==> config.mk <==
export PLATFORM = sky130hd
export DESIGN_NAME = alu_issue_arbiter_flat
export DESIGN_NICKNAME = d
export VERILOG_FILES = /design/src/rtl/alu_issue_arbiter_if.sv /design/src/rtl/alu_issue_arbiter.sv /design/src/flat_wrapper.sv
export SDC_FILE = /design/constraint.sdc
export NUM_CORES = 1
export LEC_CHECK = 0
export BUFFER_PORTS_ARGS = -buffer_cell sky130_fd_sc_hd__clkbuf_2
export CORE_AREA = 2 2 267 269
export DETAILED_ROUTE_END_ITERATION = 12
export DIE_AREA = 0 0 269 271
export PLACE_DENSITY = 0.3
export SYNTH_ARGS = -nofsm -noshare
export SYNTH_HDL_FRONTEND = slang
export SYNTH_HIERARCHICAL = 1
export SYNTH_SLANG_ARGS = --single-unit
==> constraint.sdc <==
create_clock -name clk -period 8.98 [get_ports clk]
set_input_delay 1.347 -clock clk [delete_from_list [all_inputs] [get_ports clk]]
set_output_delay 1.347 -clock clk [all_outputs]
set_load 0.01 [all_outputs]
==> src/rtl/alu_issue_arbiter_if.sv <==
// Request / ALU / response bundle between the lane requesters, the shared ALU
// and the issue arbiter. Per-requester fields are flattened, slice i = requester i.
interface alu_issue_arbiter_if #(
   parameter int NUM_REQ = 4,
   parameter int DATA_W  = 32,
   parameter int PC_W    = 8,
   parameter int OP_W    = 5,
   parameter int ID_W    = $clog2(NUM_REQ)
);
   logic [NUM_REQ-1:0]        req_valid;
   logic [NUM_REQ-1:0]        req_ready;
   logic [NUM_REQ*OP_W-1:0]   req_op;
   logic [NUM_REQ*DATA_W-1:0] req_op1;
   logic [NUM_REQ*DATA_W-1:0] req_op2;
   logic [NUM_REQ*DATA_W-1:0] req_imm;
   logic [NUM_REQ*PC_W-1:0]   req_pc;

   logic                      alu_enable;
   logic [OP_W-1:0]           alu_instruction;
   logic [DATA_W-1:0]         alu_op1;
   logic [DATA_W-1:0]         alu_op2;
   logic [DATA_W-1:0]         alu_imm;
   logic [PC_W-1:0]           alu_pc;
   logic [DATA_W-1:0]         alu_result;

   logic                      resp_valid;
   logic [ID_W-1:0]           resp_id;
   logic [DATA_W-1:0]         resp_data;
   logic                      resp_ready;

   // master: requesters, ALU and response consumer
   modport master (
      output req_valid, req_op, req_op1, req_op2, req_imm, req_pc,
      output alu_result, resp_ready,
      input  req_ready, alu_enable, alu_instruction, alu_op1, alu_op2, alu_imm, alu_pc,
      input  resp_valid, resp_id, resp_data
   );

   modport slave (
      input  req_valid, req_op, req_op1, req_op2, req_imm, req_pc,
      input  alu_result, resp_ready,
      output req_ready, alu_enable, alu_instruction, alu_op1, alu_op2, alu_imm, alu_pc,
      output resp_valid, resp_id, resp_data
   );
endinterface

==> src/rtl/alu_issue_arbiter.sv <==
// Round-robin issue of NUM_REQ requesters onto one registered single-cycle ALU,
// with one op in flight and the result routed back by tag.

module alu_issue_lane #(
   parameter int DATA_W = 32,
   parameter int PC_W   = 8,
   parameter int OP_W   = 5
) (
   input  logic              sel,
   input  logic [OP_W-1:0]   op,
   input  logic [DATA_W-1:0] op1,
   input  logic [DATA_W-1:0] op2,
   input  logic [DATA_W-1:0] imm,
   input  logic [PC_W-1:0]   pc,
   output logic [OP_W-1:0]   g_op,
   output logic [DATA_W-1:0] g_op1,
   output logic [DATA_W-1:0] g_op2,
   output logic [DATA_W-1:0] g_imm,
   output logic [PC_W-1:0]   g_pc
);
   assign g_op  = sel ? op  : '0;
   assign g_op1 = sel ? op1 : '0;
   assign g_op2 = sel ? op2 : '0;
   assign g_imm = sel ? imm : '0;
   assign g_pc  = sel ? pc  : '0;
endmodule

module alu_issue_arbiter #(
   parameter int NUM_REQ = 4,
   parameter int DATA_W  = 32,
   parameter int PC_W    = 8,
   parameter int OP_W    = 5,
   parameter int ID_W    = $clog2(NUM_REQ)
) (
   input  logic                 clk,
   input  logic                 reset,
   alu_issue_arbiter_if.slave   bus,
   output logic [31:0]          issue_count,
   output logic [31:0]          stall_count
);
   typedef enum logic {IDLE, INFLIGHT} state_t;

   state_t              state;
   logic [ID_W-1:0]     tag;
   logic [ID_W-1:0]     rr_ptr;
   logic                rst_done;

   logic                inflight, resp_hs, can_issue, accept, found;
   logic [ID_W-1:0]     win, nxt;
   logic [NUM_REQ-1:0]  grant;

   logic [NUM_REQ-1:0][OP_W-1:0]   lane_op;
   logic [NUM_REQ-1:0][DATA_W-1:0] lane_op1, lane_op2, lane_imm;
   logic [NUM_REQ-1:0][PC_W-1:0]   lane_pc;

   assign inflight  = (state == INFLIGHT);
   assign resp_hs   = inflight && bus.resp_ready;
   // rst_done holds off grants until the first edge after reset release
   assign can_issue = rst_done && (!inflight || resp_hs);

   always_comb begin
      logic [ID_W-1:0] cand;
      found = 1'b0;
      win   = '0;
      cand  = '0;
      for (int k = 0; k < NUM_REQ; k++) begin
         cand = ID_W'((int'(rr_ptr) + k) % NUM_REQ);
         if (!found && bus.req_valid[cand]) begin
            found = 1'b1;
            win   = cand;
         end
      end
   end

   assign accept = can_issue && found;
   assign grant  = accept ? ({{(NUM_REQ-1){1'b0}}, 1'b1} << win) : '0;
   assign nxt    = (win == ID_W'(NUM_REQ-1)) ? '0 : win + 1'b1;

   for (genvar i = 0; i < NUM_REQ; i++) begin : g_lane
      alu_issue_lane #(.DATA_W(DATA_W), .PC_W(PC_W), .OP_W(OP_W)) u_lane (
         .sel   (grant[i]),
         .op    (bus.req_op [i*OP_W   +: OP_W]),
         .op1   (bus.req_op1[i*DATA_W +: DATA_W]),
         .op2   (bus.req_op2[i*DATA_W +: DATA_W]),
         .imm   (bus.req_imm[i*DATA_W +: DATA_W]),
         .pc    (bus.req_pc [i*PC_W   +: PC_W]),
         .g_op  (lane_op[i]),
         .g_op1 (lane_op1[i]),
         .g_op2 (lane_op2[i]),
         .g_imm (lane_imm[i]),
         .g_pc  (lane_pc[i])
      );
   end

   // grant is one-hot or zero, so an OR of the gated lanes is the winner's slice
   always_comb begin
      bus.alu_instruction = '0;
      bus.alu_op1         = '0;
      bus.alu_op2         = '0;
      bus.alu_imm         = '0;
      bus.alu_pc          = '0;
      for (int i = 0; i < NUM_REQ; i++) begin
         bus.alu_instruction = bus.alu_instruction | lane_op[i];
         bus.alu_op1         = bus.alu_op1 | lane_op1[i];
         bus.alu_op2         = bus.alu_op2 | lane_op2[i];
         bus.alu_imm         = bus.alu_imm | lane_imm[i];
         bus.alu_pc          = bus.alu_pc  | lane_pc[i];
      end
   end

   assign bus.req_ready  = grant;
   assign bus.alu_enable = accept;
   assign bus.resp_valid = inflight;
   assign bus.resp_id    = tag;
   assign bus.resp_data  = bus.alu_result;

   always_ff @(posedge clk or negedge reset) begin
      if (!reset) begin
         state       <= IDLE;
         tag         <= '0;
         rr_ptr      <= '0;
         rst_done    <= 1'b0;
         issue_count <= '0;
         stall_count <= '0;
      end else begin
         rst_done <= 1'b1;
         if (accept) begin
            state       <= INFLIGHT;
            tag         <= win;
            rr_ptr      <= nxt;
            issue_count <= issue_count + 32'd1;
         end else if (resp_hs) begin
            state <= IDLE;
         end
         if (|bus.req_valid && !accept)
            stall_count <= stall_count + 32'd1;
      end
   end
endmodule
==> src/flat_wrapper.sv <==
// flat-port wrapper written by rule: the top's interface ports become plain ports
module alu_issue_arbiter_flat 
#(
   parameter int NUM_REQ = 4,
   parameter int DATA_W  = 32,
   parameter int PC_W    = 8,
   parameter int OP_W    = 5,
   parameter int ID_W    = $clog2(NUM_REQ)
)
  (clk, reset, issue_count, stall_count, bus_req_valid, bus_req_op, bus_req_op1, bus_req_op2, bus_req_imm, bus_req_pc, bus_alu_result, bus_resp_ready, bus_req_ready, bus_alu_enable, bus_alu_instruction, bus_alu_op1, bus_alu_op2, bus_alu_imm, bus_alu_pc, bus_resp_valid, bus_resp_id, bus_resp_data);
  alu_issue_arbiter_if #(.NUM_REQ(NUM_REQ), .DATA_W(DATA_W), .PC_W(PC_W), .OP_W(OP_W), .ID_W(ID_W)) bus_i ();
  input  logic clk;
  input  logic reset;
  output logic [31:0] issue_count;
  output logic [31:0] stall_count;
  input wire logic [$bits(bus_i.req_valid)-1:0] bus_req_valid;
  input wire logic [$bits(bus_i.req_op)-1:0] bus_req_op;
  input wire logic [$bits(bus_i.req_op1)-1:0] bus_req_op1;
  input wire logic [$bits(bus_i.req_op2)-1:0] bus_req_op2;
  input wire logic [$bits(bus_i.req_imm)-1:0] bus_req_imm;
  input wire logic [$bits(bus_i.req_pc)-1:0] bus_req_pc;
  input wire logic [$bits(bus_i.alu_result)-1:0] bus_alu_result;
  input wire logic [$bits(bus_i.resp_ready)-1:0] bus_resp_ready;
  output wire logic [$bits(bus_i.req_ready)-1:0] bus_req_ready;
  output wire logic [$bits(bus_i.alu_enable)-1:0] bus_alu_enable;
  output wire logic [$bits(bus_i.alu_instruction)-1:0] bus_alu_instruction;
  output wire logic [$bits(bus_i.alu_op1)-1:0] bus_alu_op1;
  output wire logic [$bits(bus_i.alu_op2)-1:0] bus_alu_op2;
  output wire logic [$bits(bus_i.alu_imm)-1:0] bus_alu_imm;
  output wire logic [$bits(bus_i.alu_pc)-1:0] bus_alu_pc;
  output wire logic [$bits(bus_i.resp_valid)-1:0] bus_resp_valid;
  output wire logic [$bits(bus_i.resp_id)-1:0] bus_resp_id;
  output wire logic [$bits(bus_i.resp_data)-1:0] bus_resp_data;
  assign bus_i.req_valid = bus_req_valid;
  assign bus_i.req_op = bus_req_op;
  assign bus_i.req_op1 = bus_req_op1;
  assign bus_i.req_op2 = bus_req_op2;
  assign bus_i.req_imm = bus_req_imm;
  assign bus_i.req_pc = bus_req_pc;
  assign bus_i.alu_result = bus_alu_result;
  assign bus_i.resp_ready = bus_resp_ready;
  assign bus_req_ready = bus_i.req_ready;
  assign bus_alu_enable = bus_i.alu_enable;
  assign bus_alu_instruction = bus_i.alu_instruction;
  assign bus_alu_op1 = bus_i.alu_op1;
  assign bus_alu_op2 = bus_i.alu_op2;
  assign bus_alu_imm = bus_i.alu_imm;
  assign bus_alu_pc = bus_i.alu_pc;
  assign bus_resp_valid = bus_i.resp_valid;
  assign bus_resp_id = bus_i.resp_id;
  assign bus_resp_data = bus_i.resp_data;
  alu_issue_arbiter #(.NUM_REQ(NUM_REQ), .DATA_W(DATA_W), .PC_W(PC_W), .OP_W(OP_W), .ID_W(ID_W)) u_core (.clk(clk), .reset(reset), .bus(bus_i), .issue_count(issue_count), .stall_count(stall_count));
endmodule
# --- Word-level counts from Yosys, hierarchy flattened ---
# Index checks and enable logic that the tools add are counted.
word_totals:
  regBits: 70
  word_cells: 88
op_classes:
  add_sub_neg: 6
  order_cmp: 4
  n_eq_ne: 1
  shifts: 1
  mux: 40
  bitwise_logic: 15
  n_reduce_logical: 15
ops:
  columns: ["cell", "n"]
  rows:
  - ["two-way mux 32 bit", 12]
  - ["bitwise OR 32 bit", 9]
  - ["adder 32 x 1 -> 32 bit (second input constant)", 2]
  - ["two-way mux 8 bit", 4]
  - ["bitwise OR 8 bit", 3]
  - ["two-way mux 5 bit", 4]
  - ["bitwise OR 5 bit", 3]
  - ["less-than comparator 2 x 3 -> 1 bit (second input constant)", 4]
  - ["two-way mux 1 bit", 10]
  - ["two-way mux 2 bit", 5]
  - ["binary-select mux 1 bit (select 2 bit)", 4]
  - ["logical AND 1 bit", 7]
  - ["logical NOT 1 bit", 5]
  - ["adder 2 x 1 -> 2 bit (second input constant)", 2]
  - ["adder 2 bit (second input constant)", 2]
  - ["two-way mux 4 bit", 1]
  - ["OR reduction 4 bit", 1]
  - ["<< shifter 1 x 2 -> 4 bit (first input constant)", 1]
  - ["== test 2 bit (second input constant)", 1]
  - ["nonzero test 2 bit", 1]
  - ["logical OR 1 bit", 1]

# --- Longest topological paths before layout ---
depth:
  word_depth: 18
  mapped_depth: 12
  ltp_nobuf: 9

# --- Cells and area by module ---
# Netlist, hierarchy kept.
modules_own_cells:
  columns: ["mod", "n_inst", "cells_per_inst", "area_per_inst_um2"]
  rows:
  - ["alu_issue_arbiter", 1, 445, 4334.2]
  - ["alu_issue_lane", 4, 121, 793.3]

# --- Least setup slack after synthesis ---
# No wires, ideal clock.
synth_timing:
  path_kind: "input port to output port"
  from: "input port bus_req_valid[0]"
  to: "output port bus_alu_instruction[0]"
  t_arrival_ns: 3.630
  setup_slack_ns: 4.003
  cell_stages: 10
  path_buffers: 4
  cell_sequence: "or4_1 -> nand3_1 -> inv_1 -> clkbuf_1 -> and2_1 -> buf_6 -> buf_8 -> buf_8 -> and2_4 -> or4_1"
synth_rtl:
  columns: ["element", "line_no", "text"]
  rows:
  - ["start, declared", "flat_wrapper.sv:16", "input wire logic [$bits(bus_i.req_valid)-1:0] bus_req_valid;"]
  - ["end, declared", "flat_wrapper.sv:26", "output wire logic [$bits(bus_i.alu_instruction)-1:0] bus_alu_instruction;"]

==> flow_metrics.env <==
export IMPL_outcome="finished, final reports clean"
export IMPL_clock_sinks=70
export IMPL_post_route_worst_setup_slack_ps=2580
export IMPL_number_of_violations_reported_at_the_end_of_detailed_routing_iteration_0=287
export IMPL_place_congestion=0.818
export IMPL_drv_slew=0
export IMPL_design_die_area_um2=72900
export IMPL_drt_pass1_iterations=6
export IMPL_grt_use_total=0.115
export IMPL_time_the_final_worst_path_needs_with_i_o_delays_and_setup_ps=6400
export IMPL_p_int_uw=889
export IMPL_max_cap_violations=0
export IMPL_die_h_um=271
export IMPL_vias=8588
export IMPL_avgViaCountPerCell=3.53
export IMPL_slowest_delay_ps=690
export IMPL_timing_final_setup_violations=0
export IMPL_power_sequential_fraction=0.263
export IMPL_finish_instance_area_um2=11500
export IMPL_numCtsBuffers=9
export IMPL_fmax_mhz=156
export IMPL_static_leakage_power_nw=6.41
export IMPL_worst_clock_skew_ps=9.30
export IMPL_grt_overflow_total=0
export IMPL_port_buffers=623
export IMPL_wire_per_inst_um=18.5
export IMPL_crit_family="simple AND/OR/NAND/NOR gates"
export IMPL_share_clk_of_total_power=0.217
export IMPL_grt_antenna_before_repair=20
export IMPL_synth_distinct_cells=41
export IMPL_critical_path_endpoint_type="primary output"
export IMPL_period_share=0.713
export IMPL_num_io_pins=688
export IMPL_hold_path_class="reg -> reg"
export IMPL_postSynthCellCount=929
export IMPL_rsz_0062_raised_after_global_routing="false"
export IMPL_preCtsSetupSlack_ps=2530
export IMPL_holdBufCountCts=0
export IMPL_synthesis_area_um2=7510
export IMPL_ys_ff_latch=70
export IMPL_worst_skew_pair_late_latency_ps=350
export IMPL_worst_hold_slack_ps=468
export IMPL_timing_critical_path_from_type="input port"
export IMPL_crit_fanout=56
export IMPL_crit_path_top_delay_cell="sky130_fd_sc_hd__or4_1"
export IMPL_worst_path_buf_inv=4
export IMPL_cts_htree_levels=3
export IMPL_worst_ep_required_time_ps=7630
export IMPL_fin_nets=1964
export IMPL_post_cts_resized=0
export IMPL_synth_warning_count=6
export IMPL_sw_frac_of_total=0.415
export IMPL_timing_hold_violations_final=0
export IMPL_synth_seq_area_share=0.233
export IMPL_post_synth_cell_area_avg_um2=8.08
export IMPL_buffer_cell_driving_the_clock_tree_root="sky130_fd_sc_hd__clkbuf_16"
export IMPL_utilization=0.165
export IMPL_drcViolationCount=0
export IMPL_first_global_vias=9175
export IMPL_clk_path_buf_depth=2
export IMPL_vdd_drop_max_mv=0.107
export IMPL_grt_pass1_wl_um=61800
export IMPL_slew_limit_headroom=0.371
export IMPL_power_switching_uw=632
export IMPL_areaGrowthSynthToFinish_pct=53.5
export IMPL_ys_async_sr_fraction=1.00
export IMPL_setup_total_negative_slack_ps=0
export IMPL_wl_um=45000
export IMPL_postSynth_topFlopCell="sky130_fd_sc_hd__dfrtp_1"
export IMPL_post_dp_hpwl_um=38200
export IMPL_worstMarginPinSlew_ps=943
export IMPL_crit_chain="clkbuf_2 > or4_1 > nand3_1 > inv_1 > and2_4 > buf_4 > and2_4 > or4_1 > clkbuf_2"
export IMPL_p_comb_frac=0.520
export IMPL_timing_critical_path_arrival_ps=5050
export IMPL_syn_nets=1410
export IMPL_fp_coreArea_um2=69800
export IMPL_drt_antenna_violating_nets=0
export IMPL_die_width_um=269
export IMPL_post_route_cells_drive_above_1_share=0.466
export IMPL_path_clk_slew_ps=60
export IMPL_power_density_relative_to_cell_area_nw_per_um2=132
export IMPL_fill_cells=8148
export IMPL_cts_post_setup_buffers_inserted=0
export IMPL_tritoncts="yes"
export IMPL_grt_start_max_net_pins=71
export IMPL_synth_edff_count=0
export IMPL_fp_row_count=97
export IMPL_critical_path_class="in -> out"
export IMPL_initial_core_util=0.108
export IMPL_detailed_place_area_um2=11200
power groups by stage:
stage,logic (mW),clock network (mW),registers (mW)
6_report,0.791,0.330,0.400
5_1_grt,0.873,0.359,0.408
4_1_cts,0.816,0.344,0.400
3_5_place_dp,0.813,0,0.405
3_3_place_gp,0.811,0,0.405
2_1_floorplan,0.422,0,0.406
final timing paths:
kind	start	endpoint	slack, ps	cells after the start
max	bus_req_valid[0]	bus_alu_pc[0]	2580	9
max in group asynchronous	reset	u_core/stall_count[17]	7140	2
min reg2reg	u_core/stall_count[31]	u_core/stall_count[31]	470	1
max reg2reg	u_core/bus.resp_valid	u_core/issue_count[31]	6620	5
min in group asynchronous	reset	u_core/issue_count[30]	1230	2
min	u_core/stall_count[31]	u_core/stall_count[31]	470	1
area by class of cell:
type | instances | area, µm² | area share
Multi-Input combinational cell | 757 | 5080 | 0.441
Timing Repair Buffer | 628 | 3160 | 0.274
Sequential cell | 70 | 1750 | 0.152
Tap cell | 940 | 1180 | 0.102
Clock buffer | 10 | 229 | 0.0199
Inverter | 17 | 63.8 | 0.00554
Clock inverter | 5 | 36.3 | 0.00315
Antenna cell | 9 | 22.5 | 0.00196
cell usage in the layout (no fill, tap or decap), drive strengths merged, types with 12 or more instances in the layout:
cell,netlist,layout
or4,112,112
nor2,20,20
dfrtp,70,70
xnor2,41,41
nand4,22,22
inv,17,18
and2,444,444
nand3,20,20
xor2,21,21
clkbuf,38,633
nor3,12,12
nand2,24,24
layer usage:
metal / routed length [µm] / track usage / part of all wire
met1: 15900 / 0.117 / 0.35
met2: 23600 / 0.216 / 0.53
met3: 4480 / 0.0426 / 0.10
met4: 872 / 0.0349 / 0.019
met5: 100 / 0 / 0.0022
cell usage after synthesis, drive strengths merged (2+ instances only):
| cell | count | area share |
|---|---|---|
| and2 | 444 | 0.38 |
| or4 | 112 | 0.11 |
| dfrtp | 70 | 0.23 |
| buf | 47 | 0.057 |
| xnor2 | 41 | 0.048 |
| clkbuf | 38 | 0.025 |
| nand2 | 24 | 0.012 |
| nand4 | 22 | 0.021 |
| xor2 | 21 | 0.025 |
| nand3 | 20 | 0.013 |
| nor2 | 20 | 0.010 |
| inv | 17 | 0.0085 |
| nor3 | 12 | 0.010 |
| and3 | 7 | 0.0058 |
| ha | 6 | 0.010 |
| nor4 | 5 | 0.0042 |
| a21oi | 4 | 0.0027 |
| nand2b | 3 | 0.0025 |
| nor2b | 3 | 0.0025 |
| a21o | 2 | 0.0020 |
| o21ai | 2 | 0.0013 |
kinds of logic (layout without fill, tap and decap cells):
group,Yosys count,count (layout),share of synthesized area
simple gates,673,673,0.579
buf+inv,102,660,0.0907
flops,70,70,0.233
xor+xnor,62,62,0.0723
compound gates,13,13,0.0113
fa+ha+maj,6,6,0.0100
mux,2,2,0.00283
other cells,1,10,0.000500
stage by stage:
stage,total power [mW],std cells
floorplan,0.828,929
global placement,1.22,2412
detailed placement,1.22,2412
CTS,1.56,2427
global route,1.64,2434
finish,1.52,2436
registers in the layout, summed over array words and instances (netlist names):
name / count
u_core/bus.resp_id: 2
u_core/bus.resp_valid: 1
u_core/issue_count: 32
u_core/stall_count: 32
u_core/rr_ptr: 2
u_core/rst_done: 1
(Power assumes the default switching activity.)
